[config.mk]
export PLATFORM = sky130hd
export DESIGN_NAME = tic_tac_referee
export DESIGN_NICKNAME = d
export VERILOG_FILES = /design/src/rtl/tic_tac_referee.sv
export SDC_FILE = /design/constraint.sdc
export NUM_CORES = 1
export LEC_CHECK = 0
export ABC_AREA = 0
export CAP_MARGIN = 20
export CORE_ASPECT_RATIO = 1.1
export CORE_MARGIN = 2
export CORE_UTILIZATION = 46
export DETAILED_ROUTE_END_ITERATION = 10
export HOLD_SLACK_MARGIN = 0.05
export PLACE_DENSITY = 0.76
export SYNTH_ARGS = -nofsm -noshare
export SYNTH_HDL_FRONTEND = slang
export SYNTH_SLANG_ARGS = --single-unit
[constraint.sdc]
create_clock -name clock -period 2.4 [get_ports clock]
set_input_delay 0.48 -clock clock [delete_from_list [all_inputs] [get_ports clock]]
set_output_delay 0.48 -clock clock [all_outputs]
set_load 0.02 [all_outputs]
[src/rtl/tic_tac_referee.sv]
// Tic-tac-toe referee: tracks the authoritative board, enforces turn order and
// square legality, and reports win / draw / illegal-move outcomes.
module tic_tac_referee #(
  parameter bit COMP_FIRST = 1'b1
) (
  input  logic       clock,
  input  logic       reset,
  input  logic [3:0] cMove,
  input  logic       cValid,
  input  logic [3:0] hMove,
  input  logic       hValid,
  output logic [8:0] cBoard,
  output logic [8:0] hBoard,
  output logic       hTurn,
  output logic [3:0] moveCount,
  output logic       cWin,
  output logic       hWin,
  output logic       draw,
  output logic       illegal,
  output logic       illegalBy,
  output logic       gameOver
);

  typedef enum logic [1:0] {StCTurn, StHTurn, StDone} state_t;

  state_t     state;
  logic       is_h;
  logic [3:0] mv;
  logic       in_turn;
  logic       out_turn;
  logic       code_ok;
  logic [8:0] sq;
  logic       occupied;
  logic [8:0] c_next;
  logic [8:0] h_next;
  logic       win;

  // True when the board holds any of the eight three-in-a-row lines.
  function automatic logic has_line(input logic [8:0] b);
    return (&b[2:0]) | (&b[5:3]) | (&b[8:6]) |
           (b[0] & b[3] & b[6]) | (b[1] & b[4] & b[7]) | (b[2] & b[5] & b[8]) |
           (b[0] & b[4] & b[8]) | (b[2] & b[4] & b[6]);
  endfunction

  // Decode the mover's strobe and evaluate the win on the candidate next board.
  always_comb begin
    is_h     = (state == StHTurn);
    mv       = is_h ? hMove : cMove;
    in_turn  = is_h ? hValid : cValid;
    out_turn = is_h ? cValid : hValid;
    code_ok  = (mv >= 4'd1) && (mv <= 4'd9);
    sq       = code_ok ? (9'd1 << (mv - 4'd1)) : 9'd0;
    occupied = |(sq & (cBoard | hBoard));
    c_next   = cBoard | (is_h ? 9'd0 : sq);
    h_next   = hBoard | (is_h ? sq : 9'd0);
    win      = has_line(is_h ? h_next : c_next);
  end

  // Game FSM with all outputs registered alongside the state.
  always_ff @(posedge clock) begin
    if (reset) begin
      state     <= COMP_FIRST ? StCTurn : StHTurn;
      hTurn     <= ~COMP_FIRST;
      cBoard    <= 9'd0;
      hBoard    <= 9'd0;
      moveCount <= 4'd0;
      cWin      <= 1'b0;
      hWin      <= 1'b0;
      draw      <= 1'b0;
      illegal   <= 1'b0;
      illegalBy <= 1'b0;
      gameOver  <= 1'b0;
    end else begin
      case (state)
        StCTurn, StHTurn: begin
          if (out_turn) begin
            // Out-of-turn strobe wins over any simultaneous in-turn move.
            illegal   <= 1'b1;
            illegalBy <= ~is_h;
            gameOver  <= 1'b1;
            state     <= StDone;
          end else if (in_turn) begin
            if (!code_ok || occupied) begin
              illegal   <= 1'b1;
              illegalBy <= is_h;
              gameOver  <= 1'b1;
              state     <= StDone;
            end else begin
              cBoard    <= c_next;
              hBoard    <= h_next;
              moveCount <= moveCount + 4'd1;
              if (win) begin
                cWin     <= ~is_h;
                hWin     <= is_h;
                gameOver <= 1'b1;
                state    <= StDone;
              end else if (moveCount == 4'd8) begin
                draw     <= 1'b1;
                gameOver <= 1'b1;
                state    <= StDone;
              end else begin
                state <= is_h ? StCTurn : StHTurn;
                hTurn <= ~is_h;
              end
            end
          end
        end
        default: ;
      endcase
    end
  end

endmodule

==> impl_metrics.py <==
metrics = {
    "logic_synthesis": {
        "synth-seq-cells": 31,
        "synth_edf_count": 0,
        "synth_top_family_by_area": "simple AND/OR/NAND/NOR gates",
        "synth_compound_gate_area_share_pct": 25.2,
        "yosys.area_share.simple_pct": 28.4,
        "synth-warning-count": 0,
        "netlist_area_sq_um": 2000,
        "avgSynthCellArea_sq_um": 8.29,
        "synthAdderAreaFrac_pct": 1.25,
        "async_flop_share_pct": 0,
        "syn_nets": 255,
        "synth_xor_area_share_pct": 0.439,
        "yosys_most_used_dff": "dfxtp_1",
        "synth_cells": 241,
        "yosysSeqAreaShare_pct": 31.1,
        "ys_types": 58,
        "muxShareOfSynthArea_pct": 7.77,
    },
    "timing": {
        "fin_tns_setup_ns": -1.75,
        "fmax_mhz": 380,
        "timing.final.ws_setup_ns": -0.231,
        "tightest_slew_ns": 0.667,
        "period_minus_slack_ns": 2.63,
        "fin_crit_sh_pct": 110,
        "hold_viol": 0,
        "setup-violations-final": 25,
        "maxSlewViolCount": 0,
        "clock_skew_ns": 0.00736,
        "rsz0062_at_grt": "true",
        "max_slew_margin_pct": 55.4,
    },
    "layout": {
        "drive_gt1_share_pct": 39.8,
        "synthToLayoutAreaGrowth_pct": 67.4,
        "multi_input_area_sq_um": 1500,
        "nFillCells": 245,
        "fin_util_pct": 79.1,
        "final_common_cell": "buf_4",
        "final_cell_mix": "62 x buf_4, 49 x nor2_1, 32 x clkdlybuf4s50_1",
        "seq_area_sq_um": 626,
        "final_nets": 362,
        "fin_area_sq_um": 3340,
        "diodes": 0,
    },
    "die": {
        "die_h_um": 73.1,
        "core_area_sq_um": 4220,
        "die_area_sq_um": 4880,
        "io_pins": 41,
        "die_w_um": 66.8,
        "start_util_pct": 47.3,
        "core.rowCount": 25,
    },
    "cts": {
        "htree_levels": 2,
        "cts_buffers": 5,
        "cts_tree": "built",
        "clk_latency_ns": 0.29,
        "ctsHoldBuffers": 0,
        "clkSlewWorstSetupHoldPaths_ns": 0.07,
        "clock-root-buffer": "clkbuf_8",
        "clk_path_buf_depth": 2,
        "clock_sinks": 31,
    },
    "worst_setup_path": {
        "start_kind": "flip-flop",
        "required_ns": 2.60,
        "cp_slowest_cell": "or4b_4",
        "crit_chain": "nand2b_4, buf_12, mux2i_1, nand2_1, a221oi_2, o32ai_2, buf_4, or4b_4, a21oi_2",
        "setup.worst_path.class": "flip-flop to flip-flop",
        "cp_max_fo": 7,
        "r2r_slack_ns": -0.23,
        "end_kind": "flip-flop",
        "crit_arrival_ns": 2.83,
        "max_stage_delay_ns": 0.54,
    },
    "grt": {
        "grt_max_degree": 19,
        "grt-ovfl-total": 0,
        "grt_pass1_wl_um": 10700,
        "first_global_vias": 2175,
        "antenna_found_initial": 0,
        "grt_usage_pct": 28.7,
    },
    "place": {
        "placed_area_sq_um": 2820,
        "port_buffers": 40,
        "dp_hpwl_um": 4470,
        "gp_congestion": 0.914,
    },
    "power_and_ir_drop": {
        "p_leak_nw": 1.31,
        "ir_worst_vdd_uv": 335,
        "p_seq_share_pct": 36.7,
        "power.density_nw_per_um2": 440,
        "p_sw_mw": 0.419,
        "internal-power_mw": 1.05,
        "fin_total_pwr_mw": 1.47,
        "p_comb_share_pct": 26.4,
        "switching_share_pct": 28.5,
        "clkPwrFrac_pct": 36.9,
    },
    "routing": {
        "drc": 0,
        "vias_per_cell": 6.49,
        "drtAntennaViolNets": 0,
        "routed_wl_um": 8330,
        "drt_first_pass_iters": 8,
        "avgRoutedWirePerCell_um": 20.7,
        "vias": 2616,
        "drt_iter0_markers": 325,
    },
    "worst_hold_path": {
        "hp-class": "flip-flop to flip-flop",
    },
    "status": {
        "status": "complete, but fails checks",
        "violations": "setup timing",
    },
    "job": {
        "drv_cap": 0,
    },
}
-- per-layer routing --
layer | vias up | global-route usage [%] | wire length, um
li1 | 1123 | - | -
met1 | 1241 | 38.1 | 3180
met2 | 198 | 47.6 | 4020
met3 | 54 | 4.17 | 755
met4 | 0 | 9.52 | 372
met5 | - | 0 | 0
-- cell usage after synthesis (all sizes together) (2+ instances only) --
| cell | instances | area, sq um |
|---|---|---|
| nor2 | 50 | 188 |
| dfxtp | 31 | 621 |
| a31oi | 16 | 115 |
| mux2i | 12 | 133 |
| o21ai | 12 | 60.1 |
| a21oi | 11 | 62.6 |
| buf | 9 | 66.3 |
| nand2 | 8 | 30.0 |
| inv | 7 | 26.3 |
| nor2b | 7 | 51.3 |
| nor3 | 7 | 35.0 |
| clkbuf | 6 | 23.8 |
| nand3 | 5 | 25.0 |
| nor4b | 5 | 58.8 |
| a22oi | 4 | 30.0 |
| a32oi | 4 | 42.6 |
| a41oi | 4 | 35.0 |
| nor4bb | 4 | 40.0 |
| a211oi | 3 | 22.5 |
| o211ai | 3 | 22.5 |
| a311oi | 2 | 17.5 |
| ha | 2 | 25.0 |
| mux2 | 2 | 22.5 |
| o32ai | 2 | 25.0 |
| or2 | 2 | 12.5 |
| or3 | 2 | 12.5 |
-- critical path, delay by kind of cell (launching register included) --
family | cells | cell delay [ns]
AO/OA/AOI/OAI | 3 | 0.64
buffers and inverters | 2 | 0.31
flip-flops | 1 | 0.36
multiplexers | 1 | 0.30
AND/OR/NAND/NOR | 3 | 0.93
-- power by group through the flow --
stage / registers, mW / logic [mW] / clock network [mW]
floorplan: 0.557 / 0.143 / 0
global placement: 0.548 / 0.284 / 0
detailed placement: 0.549 / 0.289 / 0
CTS: 0.539 / 0.327 / 0.540
global route: 0.540 / 0.400 / 0.569
finish: 0.539 / 0.388 / 0.542
-- area by class of cell --
type | instances | area share (%)
Clock buffer | 6 | 2.47
Clock inverter | 2 | 1.05
Inverter | 7 | 0.786
Multi-Input combinational cell | 189 | 45.0
Sequential cell | 31 | 18.7
Tap cell | 54 | 2.02
Timing Repair Buffer | 114 | 30.0
-- cell families after synthesis --
group | count (synthesis)
AOI/OAI and AO/OA | 69
muxes | 14
DFF | 31
buffers and inverters | 22
and+or+nand+nor | 102
adders and majority gates | 2
xor gates and xnor gates | 1
-- registers in the layout, summed over array words and instances (netlist names) --
name	cells
hBoard	9
state	2
illegalBy	1
cBoard	9
moveCount	4
hWin	1
illegal	1
cWin	1
hTurn	1
gameOver	1
draw	1
-- repair_timing --
action	4_1_cts	5_1_grt
pin swaps	9	13
buffers inserted	13	4
resized for setup	32	43
setup endpoints to repair	31	31
gates cloned	1	0
-- worst paths after layout --
| check | cells after the start | endpoint | start |
|---|---|---|---|
| max | 9 | state[0] | state[1] |
| min | 2 | gameOver | gameOver |
| max reg2reg | 9 | state[0] | state[1] |
| min reg2reg | 2 | gameOver | gameOver |
-- metrics by stage --
| stage | std cells | setup slack (ns) | hold slack, ns |
|---|---|---|---|
| 5_1_grt | 403 | -0.312 | 0.470 |
| 3_5_place_dp | 377 | -0.680 | 0.441 |
| 4_1_cts | 399 | -0.110 | 0.452 |
| 2_1_floorplan | 241 | 0.0284 | 0.522 |
| 3_3_place_gp | 377 | -0.611 | 0.438 |
| 6_report | 403 | -0.231 | 0.449 |
Power figures use the tool's default switching activity.
